--- src/rtl/ptw_req_scheduler.sv ---
`default_nettype none
// ============================================================================
// Module      : ptw_req_scheduler
// Description : Round-robin, one-outstanding scheduler that lets N_REQ
//               requesters (I-TLB, D-TLB, prefetcher, ...) share a single
//               page-table-walker port. It grants one request, holds it on
//               the walker channel until it is accepted, then waits for the
//               walker response and steers the response strobe back to the
//               requester that issued it.
// Ports       :
//   clock              - single clock, all state on rising edge
//   reset              - asynchronous active-low reset
//   io_in_valid        - per-requester request valid           [N_REQ]
//   io_in_addr         - per-requester VPN, slice i at i*ADDR_W [N_REQ*ADDR_W]
//   io_in_ready        - one-hot grant, combinational in IDLE  [N_REQ]
//   io_out_valid       - request to walker (SEND state)
//   io_out_addr        - registered granted address            [ADDR_W]
//   io_out_src         - registered granted source index       [SRC_W]
//   io_out_ready       - walker accepts request
//   io_resp_valid      - walker response strobe
//   io_resp_bits       - walker response payload               [RESP_W]
//   io_resp_out_valid  - one-hot response strobe to the owner  [N_REQ]
//   io_resp_out_bits   - response payload passthrough          [RESP_W]
//   io_busy            - high in SEND or WAIT (registered state decode)
// Revision    : 1.0 - initial release
// ============================================================================
module ptw_req_scheduler #(
    parameter int N_REQ  = 3,
    parameter int ADDR_W = 27,
    parameter int RESP_W = 64,
    parameter int SRC_W  = (N_REQ > 1) ? $clog2(N_REQ) : 1
) (
    input  logic                      clock,
    input  logic                      reset,
    input  logic [N_REQ-1:0]          io_in_valid,
    input  logic [N_REQ*ADDR_W-1:0]   io_in_addr,
    output logic [N_REQ-1:0]          io_in_ready,
    output logic                      io_out_valid,
    output logic [ADDR_W-1:0]         io_out_addr,
    output logic [SRC_W-1:0]          io_out_src,
    input  logic                      io_out_ready,
    input  logic                      io_resp_valid,
    input  logic [RESP_W-1:0]         io_resp_bits,
    output logic [N_REQ-1:0]          io_resp_out_valid,
    output logic [RESP_W-1:0]         io_resp_out_bits,
    output logic                      io_busy
);

    typedef enum logic [1:0] {
        ST_IDLE = 2'd0,
        ST_SEND = 2'd1,
        ST_WAIT = 2'd2
    } state_t;

    // Pointer resets to the last requester so that requester 0 wins first.
    localparam logic [SRC_W-1:0] C_PTR_RST = SRC_W'(N_REQ - 1);

    state_t              r_state;
    state_t              w_state_nxt;
    logic [SRC_W-1:0]    r_ptr;
    logic [ADDR_W-1:0]   r_addr;
    logic [SRC_W-1:0]    r_src;

    logic                w_found;
    logic [SRC_W-1:0]    w_winner;
    logic [SRC_W-1:0]    w_sel;
    logic                w_grant;
    logic [ADDR_W-1:0]   w_addr_arr [N_REQ];

    // Unpack the flat address bus so the winner can be selected by index.
    generate
        for (genvar gi = 0; gi < N_REQ; gi++) begin : g_addr_slice
            assign w_addr_arr[gi] = io_in_addr[gi*ADDR_W +: ADDR_W];
        end
    endgenerate

    // Round-robin search: visit ptr+1, ptr+2, ... ptr+N_REQ (mod N_REQ) and
    // take the first valid one. The modulo keeps the wrap correct for
    // non-power-of-two requester counts.
    always_comb begin : p_rr_pick
        w_found  = 1'b0;
        w_winner = '0;
        w_sel    = '0;
        for (int k = 1; k <= N_REQ; k++) begin
            w_sel = SRC_W'((int'(r_ptr) + k) % N_REQ);
            if (!w_found && io_in_valid[w_sel]) begin
                w_found  = 1'b1;
                w_winner = w_sel;
            end
        end
    end

    assign w_grant = (r_state == ST_IDLE) && w_found;

    // Next-state logic
    always_comb begin : p_fsm_nxt
        w_state_nxt = r_state;
        case (r_state)
            ST_IDLE: if (w_found)       w_state_nxt = ST_SEND;
            ST_SEND: if (io_out_ready)  w_state_nxt = ST_WAIT;
            ST_WAIT: if (io_resp_valid) w_state_nxt = ST_IDLE;
            default:                    w_state_nxt = ST_IDLE;
        endcase
    end

    always_ff @(posedge clock or negedge reset) begin : p_fsm_reg
        if (!reset) begin
            r_state <= ST_IDLE;
        end else begin
            r_state <= w_state_nxt;
        end
    end

    // Request capture and round-robin pointer; both move only on a grant.
    always_ff @(posedge clock or negedge reset) begin : p_req_reg
        if (!reset) begin
            r_addr <= '0;
            r_src  <= '0;
            r_ptr  <= C_PTR_RST;
        end else if (w_grant) begin
            r_addr <= w_addr_arr[w_winner];
            r_src  <= w_winner;
            r_ptr  <= w_winner;
        end
    end

    // One-hot grant and response steering. The grant is a combinational path
    // from io_in_valid, so it is also masked by reset to keep every output
    // low while reset is held.
    always_comb begin : p_onehot
        io_in_ready       = '0;
        io_resp_out_valid = '0;
        for (int i = 0; i < N_REQ; i++) begin
            if (reset && w_grant && (w_winner == SRC_W'(i))) begin
                io_in_ready[i] = 1'b1;
            end
            if ((r_state == ST_WAIT) && io_resp_valid && (r_src == SRC_W'(i))) begin
                io_resp_out_valid[i] = 1'b1;
            end
        end
    end

    assign io_out_valid     = (r_state == ST_SEND);
    assign io_out_addr      = r_addr;
    assign io_out_src       = r_src;
    assign io_resp_out_bits = io_resp_bits;
    assign io_busy          = (r_state != ST_IDLE);

endmodule
`default_nettype wire

--- config.mk ---
export PLATFORM = sky130hd
export DESIGN_NAME = ptw_req_scheduler
export DESIGN_NICKNAME = d
export VERILOG_FILES = /design/src/rtl/ptw_req_scheduler.sv
export SDC_FILE = /design/constraint.sdc
export NUM_CORES = 1
export LEC_CHECK = 0
export ABC_AREA = 1
export CORE_AREA = 2 2 97 99
export DETAILED_ROUTE_END_ITERATION = 6
export DIE_AREA = 0 0 99 101
export DONT_BUFFER_PORTS = 1
export GPL_ROUTABILITY_DRIVEN = 0
export HOLD_SLACK_MARGIN = 0.08
export PLACE_DENSITY = 0.49
export SLEW_MARGIN = 15
export SYNTH_ARGS = -nofsm -noshare
export SYNTH_HDL_FRONTEND = slang
export SYNTH_SLANG_ARGS = --single-unit
--- constraint.sdc ---
create_clock -name clock -period 2.33 [get_ports clock]
set_clock_uncertainty 0.15 [all_clocks]
set_input_delay 0.233 -clock clock [delete_from_list [all_inputs] [get_ports clock]]
set_output_delay 0.233 -clock clock [all_outputs]
set_load 0.03 [all_outputs]
==> results.json <==
{
  "outcome": "complete, but fails checks",
  "violations": "negative setup slack",
  "grt_pass1_wl_um": 14300,
  "worstSetupEndpointType": "primary output",
  "cts.sinks": 32,
  "layout_min_cycle_time_ns": 2.43,
  "num_io_pins": 253,
  "drv_slew": 0,
  "dr.pass1.iters": 4,
  "crit_path_start": "r_ptr[1]",
  "cts_tree": "built",
  "first_global_vias": 2711,
  "cellLeakagePower_nw": 1.82,
  "reg2reg_from": "r_ptr[1]",
  "final_nets": 594,
  "r2r_cells": 11,
  "drc": 0,
  "hp-class": "in -> reg",
  "startpoint_type": "register",
  "setup_violations": 3,
  "max_cap_viol_count": 0,
  "ys_seq_area_share_pct": 27.1,
  "hold_path_depth": 4,
  "via_count": 2745,
  "ir_worst_vdd_uv": 714,
  "crit_end": "io_in_ready[2]",
  "fp.coreArea_mm2": 0.00898,
  "dieArea_mm2": 0.0100,
  "critPathRequiredTime_ns": 1.95,
  "maxSlewHeadroom_pct": 60.1,
  "synth_area_mm2": 0.00296,
  "power_w": 0.00767,
  "synth_top_area_share_pct": 26.2,
  "htree_levels": 2,
  "drt_iter0_markers": 74,
  "cts.clk_slew.worst_paths_ns": 0.07,
  "yosys_warnings": 0,
  "postRouteAntennaNets": 0,
  "sequentialPowerShare_pct": 20.6,
  "p_per_area_mw_per_mm2": 1970,
  "switching_power_w": 0.00422,
  "hold_viol": 0,
  "nFillCells": 848,
  "area_growth_pct": 31.1,
  "intPower_w": 0.00345,
  "clock_latency_ns": 0.27,
  "power_frac_clock_pct": 5.9,
  "track_usage_pct": 18.4,
  "synth_seq_cells": 32,
  "rows": 35,
  "combPwrFrac_pct": 73.6,
  "die_w_um": 99,
  "synth_largest_area_cell": "dfrtp_1",
  "antenna_found_initial": 0,
  "regToRegSetupSlack_ns": 0.06,
  "io_buffers": 0,
  "fmax_ghz": 0.412,
  "diodes": 0,
  "final_cell_mix": "dlygate4sd3_1 (72), inv_1 (61), nand2_1 (41), nand3_1 (39), a21oi_2 (38)",
  "layout_commonest_cell": "dlygate4sd3_1",
  "yosys-top-cells-area": "dfrtp_1 (26%), buf_4 (16%), a21oi_2 (11%)",
  "placed_cells": 456,
  "hpwl_um": 6710,
  "cts_buffers": 5,
  "syn_avg_cell_area_um2": 7.33,
  "cts-root-buf": "clkbuf_8",
  "drive_gt1_share_pct": 31.0,
  "sw_frac_of_total_pct": 55.0,
  "r2r-end": "io_out_addr[24]",
  "syn_inst": 404,
  "synth_cell_types": 29,
  "cp_data_arrival_time_ns": 2.04,
  "crit_fanout": 5,
  "via_per_inst": 4.99,
  "post-route-period-util_pct": 104,
  "setup_ws_ns": -0.0978,
  "syn_nets": 560,
  "die_h_um": 101,
  "initial_core_util_pct": 33.0,
  "grt-ovfl-total": 0,
  "cts_buffer_depth": 2,
  "criticalPathCategory": "reg -> out",
  "wl_per_cell_um": 17.9,
  "worst_slew_pin_slew_ns": 0.596,
  "rsz0062_at_grt": "true",
  "grt_max_degree": 33,
  "wl_um": 9850,
  "instances_no_fill": 550
}
worst min-delay path by stage:
stage | start | to | slack (ns)
final | io_in_addr[37] | io_out_addr[10] | 0.09
after global routing | io_in_addr[37] | io_out_addr[10] | 0.1
after CTS | io_in_addr[53] | io_out_addr[26] | 0.08
after detailed placement | reset | r_state[1] | -0.21
after global placement | reset | r_state[1] | -0.21
after floorplan | reset | io_out_addr[0] | -0.21
synth_stat cells:
| cell | number |
|---|---|
| nand2_4 | 2 |
| nand2_1 | 48 |
| nand3_2 | 1 |
| nand3_1 | 60 |
| buf_4 | 65 |
| buf_6 | 7 |
| o21ai_0 | 5 |
| inv_2 | 3 |
| dfstp_2 | 1 |
| inv_1 | 64 |
| nor2_2 | 1 |
| nor2_1 | 34 |
| ha_1 | 4 |
| clkinv_1 | 1 |
| dfrtp_1 | 31 |
| nand4_1 | 1 |
| buf_12 | 2 |
| a21oi_4 | 1 |
| nand4_4 | 1 |
| o31ai_1 | 1 |
| a21oi_1 | 16 |
| o21ai_2 | 1 |
| a21oi_2 | 38 |
| clkbuf_1 | 3 |
| buf_2 | 6 |
| nand3_4 | 2 |
| nand2_2 | 1 |
| nor3_1 | 3 |
| a31oi_1 | 1 |
per-layer routing:
layer / vias up / routed length, um / GRT usage (%)
li1: 1274 / - / -
met1: 1283 / 3640 / 21.0
met2: 171 / 5090 / 32.7
met3: 17 / 951 / 6.10
met4: 0 / 168 / 5.69
met5: - / 0 / 0
worst max-delay path: stages (launching register included):
cell,delay (ns)
dfstp_2,0.58
ha_4,0.19
inv_4,0.05
buf_12,0.12
a21oi_4,0.18
nand3_4,0.14
o21ai_4,0.20
inv_4,0.08
nor2_4,0.24
cell families (layout without fill, tap and decap cells):
group,after synthesis,in the layout,share of synthesized area (%)
flip-flops,32,32,27.1
AND/OR/NAND/NOR,154,154,24.7
adder cells (fa/ha/maj),4,4,1.69
AO/OA/AOI/OAI,63,63,16.1
buffers and inverters,151,186,30.5
flip-flops by register name, summed over array words and instances, names as in the netlist:
register / flops
r_state: 2
io_out_src: 1
io_out_addr: 27
r_ptr: 2
per-stage QoR:
stage | instance area [um2] | utilization, % | setup slack [ns] | hold WS (ns) | TNS [ns]
floorplan | 3020 | - | 0.00117 | -0.213 | 0
global placement | 2720 | 30.3 | -0.00579 | -0.212 | -0.00579
detailed placement | 2720 | 30.3 | -0.0201 | -0.212 | -0.0365
CTS | 3690 | 41.1 | -0.113 | 0.0839 | -0.327
global route | 3880 | 43.3 | -0.199 | 0.0953 | -0.937
finish | 3880 | 43.3 | -0.0978 | 0.0875 | -0.222
power groups by stage:
stage | logic (W) | registers [W] | clock network (W)
after floorplan | 0.00379 | 0.00152 | 0
after global placement | 0.00450 | 0.00159 | 0
after detailed placement | 0.00454 | 0.00160 | 0
after CTS | 0.00500 | 0.00158 | 0.000472
after global routing | 0.00613 | 0.00162 | 0.000498
final | 0.00564 | 0.00158 | 0.000450
final cells by class:
| class | instances | area (um2) | share of cell area, % |
|---|---|---|---|
| Clock buffer | 8 | 90.1 | 2.32 |
| Inverter | 68 | 264 | 6.80 |
| Multi-Input combinational cell | 221 | 1490 | 38.2 |
| Sequential cell | 32 | 802 | 20.6 |
| Tap cell | 111 | 139 | 3.57 |
| Timing Repair Buffer | 110 | 1100 | 28.4 |
timing repair:
| action | CTS | global route |
|---|---|---|
| gates cloned | 0 | 1 |
| pin swaps | 13 | 9 |
| buffers inserted | 8 | 4 |
| setup endpoints to repair | 6 | 31 |
| endpoints found under the hold margin | 61 | 0 |
| hold buffers | 73 | 0 |
| gates resized for setup | 18 | 29 |
Note: power is estimated with default switching activity, not from simulation.
